### src/rtl/control_unit_pkg.sv
// Shared definitions for the control unit: state encoding, opcode map,
// instruction lengths and opcode classification helpers.
package control_unit_pkg;

    // Timing states occupy codes 0..7 so that the step index is the state value.
    typedef enum logic [3:0] {
        S_T0    = 4'd0,
        S_T1    = 4'd1,
        S_T2    = 4'd2,
        S_T3    = 4'd3,
        S_T4    = 4'd4,
        S_T5    = 4'd5,
        S_T6    = 4'd6,
        S_T7    = 4'd7,
        S_RESET = 4'd8,
        S_HALT  = 4'd9
    } state_t;

    localparam logic [4:0] OP_LD   = 5'b00000;
    localparam logic [4:0] OP_ST   = 5'b00010;
    localparam logic [4:0] OP_ADD  = 5'b00011;
    localparam logic [4:0] OP_SUB  = 5'b00100;
    localparam logic [4:0] OP_AND  = 5'b01001;
    localparam logic [4:0] OP_OR   = 5'b01010;
    localparam logic [4:0] OP_MUL  = 5'b01110;
    localparam logic [4:0] OP_DIV  = 5'b01111;
    localparam logic [4:0] OP_MFHI = 5'b10111;
    localparam logic [4:0] OP_MFLO = 5'b11000;
    localparam logic [4:0] OP_NOP  = 5'b11001;
    localparam logic [4:0] OP_HALT = 5'b11010;

    // Instruction lengths in clocks, fetch included.
    localparam int LEN_ALU    = 6;
    localparam int LEN_MULDIV = 7;
    localparam int LEN_MOVE   = 4;
    localparam int LEN_MEM    = 8;

    typedef enum logic [3:0] {
        C_ALU,
        C_MULDIV,
        C_MFHI,
        C_MFLO,
        C_LD,
        C_ST,
        C_NOP,
        C_HALT,
        C_ILLEGAL
    } op_class_t;

    function automatic op_class_t classify(input logic [4:0] op);
        op_class_t c;
        case (op)
            OP_ADD, OP_SUB, OP_AND, OP_OR: c = C_ALU;
            OP_MUL, OP_DIV:                c = C_MULDIV;
            OP_MFHI:                       c = C_MFHI;
            OP_MFLO:                       c = C_MFLO;
            OP_LD:                         c = C_LD;
            OP_ST:                         c = C_ST;
            OP_NOP:                        c = C_NOP;
            OP_HALT:                       c = C_HALT;
            default:                       c = C_ILLEGAL;
        endcase
        return c;
    endfunction

    // Final timing state of each class; halt and illegal never get past T3.
    function automatic state_t last_state(input op_class_t c);
        state_t s;
        case (c)
            C_ALU:              s = state_t'(4'(LEN_ALU - 1));
            C_MULDIV:           s = state_t'(4'(LEN_MULDIV - 1));
            C_MFHI, C_MFLO,
            C_NOP:              s = state_t'(4'(LEN_MOVE - 1));
            C_LD, C_ST:         s = state_t'(4'(LEN_MEM - 1));
            default:            s = S_T3;
        endcase
        return s;
    endfunction

endpackage

### src/rtl/control_unit.sv
// Hardwired Moore control unit: fetch in T0-T2, per-opcode execute in T3-T7,
// with halt on request, halt opcode or undefined opcode.
module control_unit
    import control_unit_pkg::*;
(
    input  logic       clk,
    input  logic       clr,
    input  logic [4:0] opcode,
    input  logic       stop,
    output logic       read,
    output logic       write,
    output logic       PCout,
    output logic       Zlowout,
    output logic       Zhighout,
    output logic       MDRout,
    output logic       Cout,
    output logic       LOout,
    output logic       HIout,
    output logic       BAout,
    output logic       Rout,
    output logic       MARIn,
    output logic       PCIn,
    output logic       MDRIn,
    output logic       IRIn,
    output logic       YIn,
    output logic       ZIn,
    output logic       HiIn,
    output logic       LoIn,
    output logic       RIn,
    output logic       IncPC,
    output logic       Gra,
    output logic       Grb,
    output logic       Grc,
    output logic       add,
    output logic       subtract,
    output logic       multiply,
    output logic       divide,
    output logic       andSignal,
    output logic       orSignal,
    output logic       run,
    output logic       illegal
);

    state_t    state_reg;
    state_t    state_next;
    op_class_t op_class;
    logic      illegal_reg;

    assign op_class = classify(opcode);

    // The illegal flag is captured as T3 is left so HALT remembers why it was entered.
    always_ff @(posedge clk or posedge clr) begin
        if (clr) begin
            state_reg   <= S_RESET;
            illegal_reg <= 1'b0;
        end else begin
            state_reg <= state_next;
            if (state_reg == S_T3) begin
                illegal_reg <= (op_class == C_ILLEGAL);
            end
        end
    end

    always_comb begin
        state_next = state_reg;
        case (state_reg)
            S_RESET: state_next = S_T0;
            S_T0:    state_next = S_T1;
            S_T1:    state_next = S_T2;
            S_T2:    state_next = S_T3;
            S_HALT:  state_next = S_HALT;
            default: begin
                if (op_class == C_HALT || op_class == C_ILLEGAL) begin
                    state_next = S_HALT;
                end else if (state_reg == last_state(op_class)) begin
                    state_next = stop ? S_HALT : S_T0;
                end else begin
                    state_next = state_t'(state_reg + 4'd1);
                end
            end
        endcase
    end

    always_comb begin
        read      = 1'b0;
        write     = 1'b0;
        PCout     = 1'b0;
        Zlowout   = 1'b0;
        Zhighout  = 1'b0;
        MDRout    = 1'b0;
        Cout      = 1'b0;
        LOout     = 1'b0;
        HIout     = 1'b0;
        BAout     = 1'b0;
        Rout      = 1'b0;
        MARIn     = 1'b0;
        PCIn      = 1'b0;
        MDRIn     = 1'b0;
        IRIn      = 1'b0;
        YIn       = 1'b0;
        ZIn       = 1'b0;
        HiIn      = 1'b0;
        LoIn      = 1'b0;
        RIn       = 1'b0;
        IncPC     = 1'b0;
        Gra       = 1'b0;
        Grb       = 1'b0;
        Grc       = 1'b0;
        add       = 1'b0;
        subtract  = 1'b0;
        multiply  = 1'b0;
        divide    = 1'b0;
        andSignal = 1'b0;
        orSignal  = 1'b0;

        case (state_reg)
            S_T0: begin
                PCout = 1'b1;
                MARIn = 1'b1;
                IncPC = 1'b1;
                ZIn   = 1'b1;
            end
            S_T1: begin
                Zlowout = 1'b1;
                PCIn    = 1'b1;
                read    = 1'b1;
                MDRIn   = 1'b1;
            end
            S_T2: begin
                MDRout = 1'b1;
                IRIn   = 1'b1;
            end
            S_T3: begin
                case (op_class)
                    C_ALU: begin
                        Grb  = 1'b1;
                        Rout = 1'b1;
                        YIn  = 1'b1;
                    end
                    C_MULDIV: begin
                        Gra  = 1'b1;
                        Rout = 1'b1;
                        YIn  = 1'b1;
                    end
                    C_MFHI: begin
                        Gra   = 1'b1;
                        RIn   = 1'b1;
                        HIout = 1'b1;
                    end
                    C_MFLO: begin
                        Gra   = 1'b1;
                        RIn   = 1'b1;
                        LOout = 1'b1;
                    end
                    C_LD, C_ST: begin
                        Grb   = 1'b1;
                        BAout = 1'b1;
                        YIn   = 1'b1;
                    end
                    default: ;
                endcase
            end
            S_T4: begin
                case (op_class)
                    C_ALU: begin
                        Grc       = 1'b1;
                        Rout      = 1'b1;
                        ZIn       = 1'b1;
                        add       = (opcode == OP_ADD);
                        subtract  = (opcode == OP_SUB);
                        andSignal = (opcode == OP_AND);
                        orSignal  = (opcode == OP_OR);
                    end
                    C_MULDIV: begin
                        Grb      = 1'b1;
                        Rout     = 1'b1;
                        ZIn      = 1'b1;
                        multiply = (opcode == OP_MUL);
                        divide   = (opcode == OP_DIV);
                    end
                    C_LD, C_ST: begin
                        Cout = 1'b1;
                        add  = 1'b1;
                        ZIn  = 1'b1;
                    end
                    default: ;
                endcase
            end
            S_T5: begin
                case (op_class)
                    C_ALU: begin
                        Zlowout = 1'b1;
                        Gra     = 1'b1;
                        RIn     = 1'b1;
                    end
                    C_MULDIV: begin
                        Zlowout = 1'b1;
                        LoIn    = 1'b1;
                    end
                    C_LD, C_ST: begin
                        Zlowout = 1'b1;
                        MARIn   = 1'b1;
                    end
                    default: ;
                endcase
            end
            S_T6: begin
                case (op_class)
                    C_MULDIV: begin
                        Zhighout = 1'b1;
                        HiIn     = 1'b1;
                    end
                    C_LD: begin
                        read  = 1'b1;
                        MDRIn = 1'b1;
                    end
                    C_ST: begin
                        Gra   = 1'b1;
                        Rout  = 1'b1;
                        MDRIn = 1'b1;
                    end
                    default: ;
                endcase
            end
            S_T7: begin
                case (op_class)
                    C_LD: begin
                        MDRout = 1'b1;
                        Gra    = 1'b1;
                        RIn    = 1'b1;
                    end
                    C_ST: write = 1'b1;
                    default: ;
                endcase
            end
            default: ;
        endcase
    end

    assign run     = (state_reg != S_RESET) && (state_reg != S_HALT);
    assign illegal = (state_reg == S_HALT) && illegal_reg;

endmodule

### config.mk
export PLATFORM = sky130hd
export DESIGN_NAME = control_unit
export DESIGN_NICKNAME = d
export VERILOG_FILES = /design/src/rtl/control_unit_pkg.sv /design/src/rtl/control_unit.sv
export SDC_FILE = /design/constraint.sdc
export NUM_CORES = 1
export LEC_CHECK = 0
export ABC_AREA = 1
export BUFFER_PORTS_ARGS = -buffer_cell sky130_fd_sc_hd__buf_2
export CELL_PAD_IN_SITES_DETAIL_PLACEMENT = 0
export CELL_PAD_IN_SITES_GLOBAL_PLACEMENT = 1
export CORE_AREA = 2 2 59 61
export DETAILED_ROUTE_END_ITERATION = 8
export DIE_AREA = 0 0 61 63
export GPL_TIMING_DRIVEN = 0
export PLACE_DENSITY_LB_ADDON = 0.1
export SLEW_MARGIN = 30
export SYNTH_ARGS = -nofsm -noshare
export SYNTH_HDL_FRONTEND = slang
export SYNTH_SLANG_ARGS = --single-unit
### constraint.sdc
create_clock -name clk -period 2.4 [get_ports clk]
set_input_delay 0.12 -clock clk [delete_from_list [all_inputs] [get_ports clk]]
set_output_delay 0.12 -clock clk [all_outputs]
set_load 0.02 [all_outputs]
==> results.json, run 1 <==
{
  "critPathKind": "flip-flop to output port",
  "clk_pin_slew_worst_paths_ns": 0.04,
  "startpoint_type": "flip-flop",
  "root_buffer": "clkbuf_4",
  "yosysWarningCount": 0,
  "timing.hold.ws_ns": 0.255,
  "finalClockSkew_ns": 0.00108,
  "grt_use_total": 0.162,
  "synth_top_area_frac": 0.112,
  "grt_pass1_vias": 1093,
  "status": "finished clean",
  "synth_edf_count": 0,
  "cp-end-kind": "output port",
  "largest_register_ffs": 4,
  "drc": 0,
  "fin_util": 0.434,
  "netlist_instances": 181,
  "fin_ws_ns": 0.395,
  "fin_cells": 271,
  "hpwl_mm": 2.51,
  "final_layout_size_suffix_gt1_frac": 0.347,
  "grt_pass1_wl_mm": 4.90,
  "multi_input_area_um2": 792,
  "syn_to_final_growth_pct": 26.3,
  "pwr_density_cell_mw_per_mm2": 853,
  "place_inst": 266,
  "worstMarginPinSlew_ns": 0.388,
  "cts_made_buffers": 3,
  "met3_usage": 0.0166,
  "fillerInstances": 369,
  "seq_area_um2": 126,
  "clk_latency_ns": 0.24,
  "fin_crit_sh": 0.835,
  "synthTopCellsByArea": "inv_1, ha_1, nand2_1",
  "grt.met2_usage": 0.214,
  "min_from": "stop",
  "via_count": 1233,
  "min_path_type": "input port to flip-flop",
  "cts_setup_buffers": 0,
  "maxSlewHeadroom": 0.740,
  "drv_cap": 0,
  "grt_use_met1": 0.267,
  "io-pin-count": 40,
  "htreeDepth": 1,
  "via_per_inst": 4.55,
  "die_h_um": 63,
  "routed_wl_mm": 2.86,
  "synth_area_leader_cell": "inv_1",
  "grt_overflow": 0,
  "crit_end": "LOout",
  "synth_fp_nets": 198,
  "portBuffers": 39,
  "drtPass1Iterations": 4,
  "fin_nets": 243,
  "top_usage_layer": "met1",
  "tns_ns": 0,
  "syn_area_per_cell_um2": 6.13,
  "hold_violations": 0,
  "coreArea_mm2": 0.00323,
  "synth_ff_type": "dfrtp_1",
  "die_x_um": 61,
  "rows": 21,
  "wl_per_cell_um": 10.5,
  "final_antenna_net_count": 0,
  "antenna_cells": 0,
  "synth_common_cells": "inv_1, nand2_1, nor2_1, nand3_1",
  "startpoint": "state_reg[0]",
  "cts.sinks": 5,
  "gp_congestion": 0.815,
  "cts.path.max_buffers": 2,
  "synth.cell_area_mm2": 0.00111,
  "reg2reg_slack_ns": 0.76,
  "cp_max_fo": 7,
  "fmax_mhz": 499,
  "drtIter0Drc": 46,
  "rr_worst_depth": 9,
  "cts_tree": "done",
  "r2r-start": "state_reg[0]",
  "setup_viol": 0,
  "yosysSeqAreaShare": 0.114,
  "power.leakage_nw": 0.802,
  "synthDistinctLibCells": 30,
  "ir_drop_uv": 501,
  "min_period_ns": 2.01,
  "async_flop_share": 1.00,
  "start_util": 0.343,
  "synth.most_common_cell": "inv_1",
  "rsz0062_at_grt": "no",
  "crit_required_ns": 2.28,
  "ys_seq_elements": 5,
  "grt_max_degree": 11,
  "pre_cts_ws_ns": 0.443,
  "arrival_ns": 1.89,
  "die_area_mm2": 0.00384,
  "antenna_found_initial": 0,
  "drv_slew": 0,
  "r2r-end": "state_reg[1]"
}
==> area by class of cell <==
class | instances | area share
buffer | 5 | 0.0295
clock buffer | 4 | 0.0188
inverter | 40 | 0.109
multi-input combinational | 131 | 0.565
sequential | 5 | 0.0902
tap | 46 | 0.0411
timing repair buffer | 40 | 0.146
==> placed cells by master (no fill, tap or decap), types with 4 or more instances in the layout <==
| cell type | count |
|---|---|
| buf_2 | 39 |
| inv_1 | 33 |
| nand2_1 | 30 |
| nor2_1 | 23 |
| nand3_1 | 16 |
| o21ai_0 | 9 |
| ha_1 | 9 |
| nand2_2 | 8 |
| nand4_1 | 7 |
| inv_2 | 6 |
| nor2_4 | 4 |
| nand3_2 | 4 |
| dfrtp_1 | 4 |
==> worst max-delay path, cell delays in order, from the launching register on <==
cell	delay [ns]
dfrtp_1	0.43
ha_1	0.24
inv_1	0.08
nor2_2	0.28
nand4_1	0.22
nor4_1	0.19
buf_2	0.20
==> worst min path at each step <==
stage                    to  slack [ns]  cells past startpoint
2_1_floorplan   illegal_reg       -0.10                      1
3_3_place_gp    illegal_reg        0.01                      2
3_5_place_dp    illegal_reg        0.01                      2
4_1_cts        state_reg[3]        0.25                      5
5_1_grt        state_reg[3]        0.28                      5
6_report       state_reg[3]        0.26                      5
==> cells by family after synthesis <==
kind of cell	share of synthesized area
DFF	0.114
AOI/OAI and AO/OA	0.0778
and+or+nand+nor	0.516
adders and majority gates	0.101
buffers and inverters	0.175
xor gates and xnor gates	0.0158
==> routing by layer <==
| layer | routed length [µm] | vias up |
|---|---|---|
| li1 | - | 664 |
| met1 | 1520 | 532 |
| met2 | 1170 | 33 |
| met3 | 144 | 4 |
| met4 | 25 | 0 |
| met5 | 0 | - |
==> stage by stage <==
stage / area [µm²] / total power [mW]
floorplan: 1110 / 0.852
global placement: 1360 / 1.10
detailed placement: 1360 / 1.10
CTS: 1400 / 1.21
global route: 1400 / 1.34
finish: 1400 / 1.20
==> timing repair <==
action,in CTS,in global routing
endpoints found under the hold margin,5,0
gates resized for setup,0,1
hold buffers,1,0
endpoints found under the setup margin,0,1
==> report_power, final <==
group          switching (mW)  internal (mW)
combinational           0.633          0.299
sequential             0.0348          0.136
clock                  0.0310         0.0626
(Power assumes the default switching activity.)
==> inputs of run 2 (changes only) <==
--- a/config.mk
+++ b/config.mk
@@ -9,9 +9,9 @@
 export BUFFER_PORTS_ARGS = -buffer_cell sky130_fd_sc_hd__buf_2
 export CELL_PAD_IN_SITES_DETAIL_PLACEMENT = 0
 export CELL_PAD_IN_SITES_GLOBAL_PLACEMENT = 1
-export CORE_AREA = 2 2 59 61
+export CORE_AREA = 2 2 64 66
 export DETAILED_ROUTE_END_ITERATION = 8
-export DIE_AREA = 0 0 61 63
+export DIE_AREA = 0 0 66 68
 export GPL_TIMING_DRIVEN = 0
 export PLACE_DENSITY_LB_ADDON = 0.1
 export SLEW_MARGIN = 30
==> constraint.sdc (replaced) <==
create_clock -name clk -period 1.61 [get_ports clk]
set_input_delay 0.0805 -clock clk [delete_from_list [all_inputs] [get_ports clk]]
set_output_delay 0.0805 -clock clk [all_outputs]
set_load 0.02 [all_outputs]
==> results.json, run 2 (synthesis results as in run 1) <==
{
  "r2r-start": "state_reg[0]",
  "r2r-end": "state_reg[1]",
  "grt_pass1_vias": 1412,
  "cpLargestDelayFamily": "buffers and inverters",
  "fin_crit_sh": 1.05,
  "maxSlewHeadroom": 0.710,
  "hold_violations": 0,
  "wl_per_cell_um": 13.1,
  "fillerInstances": 353,
  "syn_to_final_growth_pct": 98.1,
  "drc": 0,
  "cts_made_buffers": 3,
  "drv_cap": 0,
  "ir_drop_uv": 428,
  "gp_congestion": 0.870,
  "cp-end-kind": "output port",
  "die_x_um": 66,
  "via_count": 1488,
  "worstPathCellList": "buf_4 > buf_6 > ha_4 > inv_4 > nor2_4 > inv_2 > o21ai_2 > inv_2 > nand3_2 > buf_6",
  "final_common_cell": "buf_4",
  "worstMarginPinSlew_ns": 0.432,
  "tns_ns": -0.322,
  "antenna_cells": 0,
  "setup_viol": 9,
  "rows": 23,
  "violations": "negative setup slack",
  "holdPathStages": 5,
  "die_area_mm2": 0.00449,
  "final_layout_size_suffix_gt1_frac": 0.689,
  "grt_use_total": 0.170,
  "cts.path.max_buffers": 2,
  "critical_path.max_stage_delay_ns": 0.45,
  "power.leakage_nw": 1.08,
  "drtPass1Iterations": 5,
  "fmax_mhz": 593,
  "largest_register_ffs": 4,
  "cp_max_fo": 4,
  "die_h_um": 68,
  "startpoint_type": "flip-flop",
  "pwr_density_cell_mw_per_mm2": 1380,
  "portBuffers": 39,
  "final_antenna_net_count": 0,
  "grt_pass1_wl_mm": 6.09,
  "cts.sinks": 5,
  "startpoint": "state_reg[0]",
  "finalClockSkew_ns": 0.00165,
  "seq_area_um2": 130,
  "arrival_ns": 1.61,
  "min_from": "stop",
  "final_cell_mix": "buf_4, nand2_1, buf_6, buf_2, inv_2",
  "status": "finished, violations left",
  "min_path_type": "input port to flip-flop",
  "fin_ws_ns": -0.0773,
  "critPathKind": "flip-flop to output port",
  "multi_input_area_mm2": 0.00108,
  "start_util": 0.288,
  "crit_required_ns": 1.53,
  "rr_worst_depth": 9,
  "drv_slew": 0,
  "hold_end": "state_reg[3]",
  "grt_overflow": 0,
  "cts_tree": "done",
  "drtIter0Drc": 49,
  "reg2reg_slack_ns": -0.05,
  "clk_pin_slew_worst_paths_ns": 0.04,
  "io-pin-count": 40,
  "root_buffer": "clkbuf_8",
  "path_buf_inv": 6,
  "fin_util": 0.570,
  "htreeDepth": 1,
  "rsz0062_at_grt": "yes",
  "grt_max_degree": 11,
  "hpwl_mm": 2.75,
  "via_per_inst": 4.74,
  "coreArea_mm2": 0.00386,
  "fin_nets": 282,
  "min_period_ns": 1.69,
  "power.total_mw": 3.04,
  "clk_latency_ns": 0.22,
  "critPathSlowestCell": "dfrtp_2",
  "antenna_found_initial": 0,
  "routed_wl_mm": 4.12
}
run 2: repair_timing:
| action | 4_1_cts | 5_1_grt |
|---|---|---|
| resized for setup | 62 | 82 |
| pin swaps | 22 | 20 |
| endpoints found under the hold margin | 5 | 0 |
| setup buffers | 21 | 19 |
| endpoints found under the setup margin | 29 | 31 |
| hold buffers | 1 | 0 |
run 2: routing by layer:
| layer | up-vias | global-route usage | part of all wire |
|---|---|---|---|
| li1 | 737 | - | - |
| met1 | 694 | 0.186 | 0.38 |
| met2 | 43 | 0.337 | 0.56 |
| met3 | 14 | 0.0148 | 0.035 |
| met4 | 0 | 0.0689 | 0.029 |
| met5 | - | 0 | 0 |
run 2: power breakdown:
group	total, mW	switching, mW	internal [mW]
clock network	0.226	0.0564	0.170
registers	0.307	0.0948	0.212
logic	2.51	1.40	1.10
run 2: tightest hold or removal path: stages:
cell and delay (ns):
buf_2 0.10, nand3_1 0.09, nand3_1 0.08, nand2_1 0.07, nand2_1 0.05
run 2: worst max path at each step:
stage,to,depth (start not counted),slack [ns]
after floorplan,LOout,6,-0.03
after global placement,LOout,7,-0.36
after detailed placement,LOout,7,-0.40
after CTS,orSignal,9,-0.04
after global routing,Gra,10,-0.16
final,Gra,10,-0.08
run 2: per-stage QoR:
stage / hold slack, ns / cells / cell area (µm²) / setup WS (ns)
2_1_floorplan: -0.142 / 181 / 1130 / -0.0274
3_3_place_gp: -0.0249 / 270 / 1390 / -0.364
3_5_place_dp: -0.0189 / 270 / 1390 / -0.398
4_1_cts: 0.260 / 295 / 1770 / -0.0423
5_1_grt: 0.280 / 314 / 2200 / -0.163
6_report: 0.271 / 314 / 2200 / -0.0773
run 2: area by class of cell:
cell class                 instances  area share
multi-input combinational        131       0.493
timing repair buffer              80       0.297
inverter                          40      0.0842
sequential                         5      0.0592
tap                               50      0.0285
clock buffer                       4      0.0205
buffer                             4      0.0171
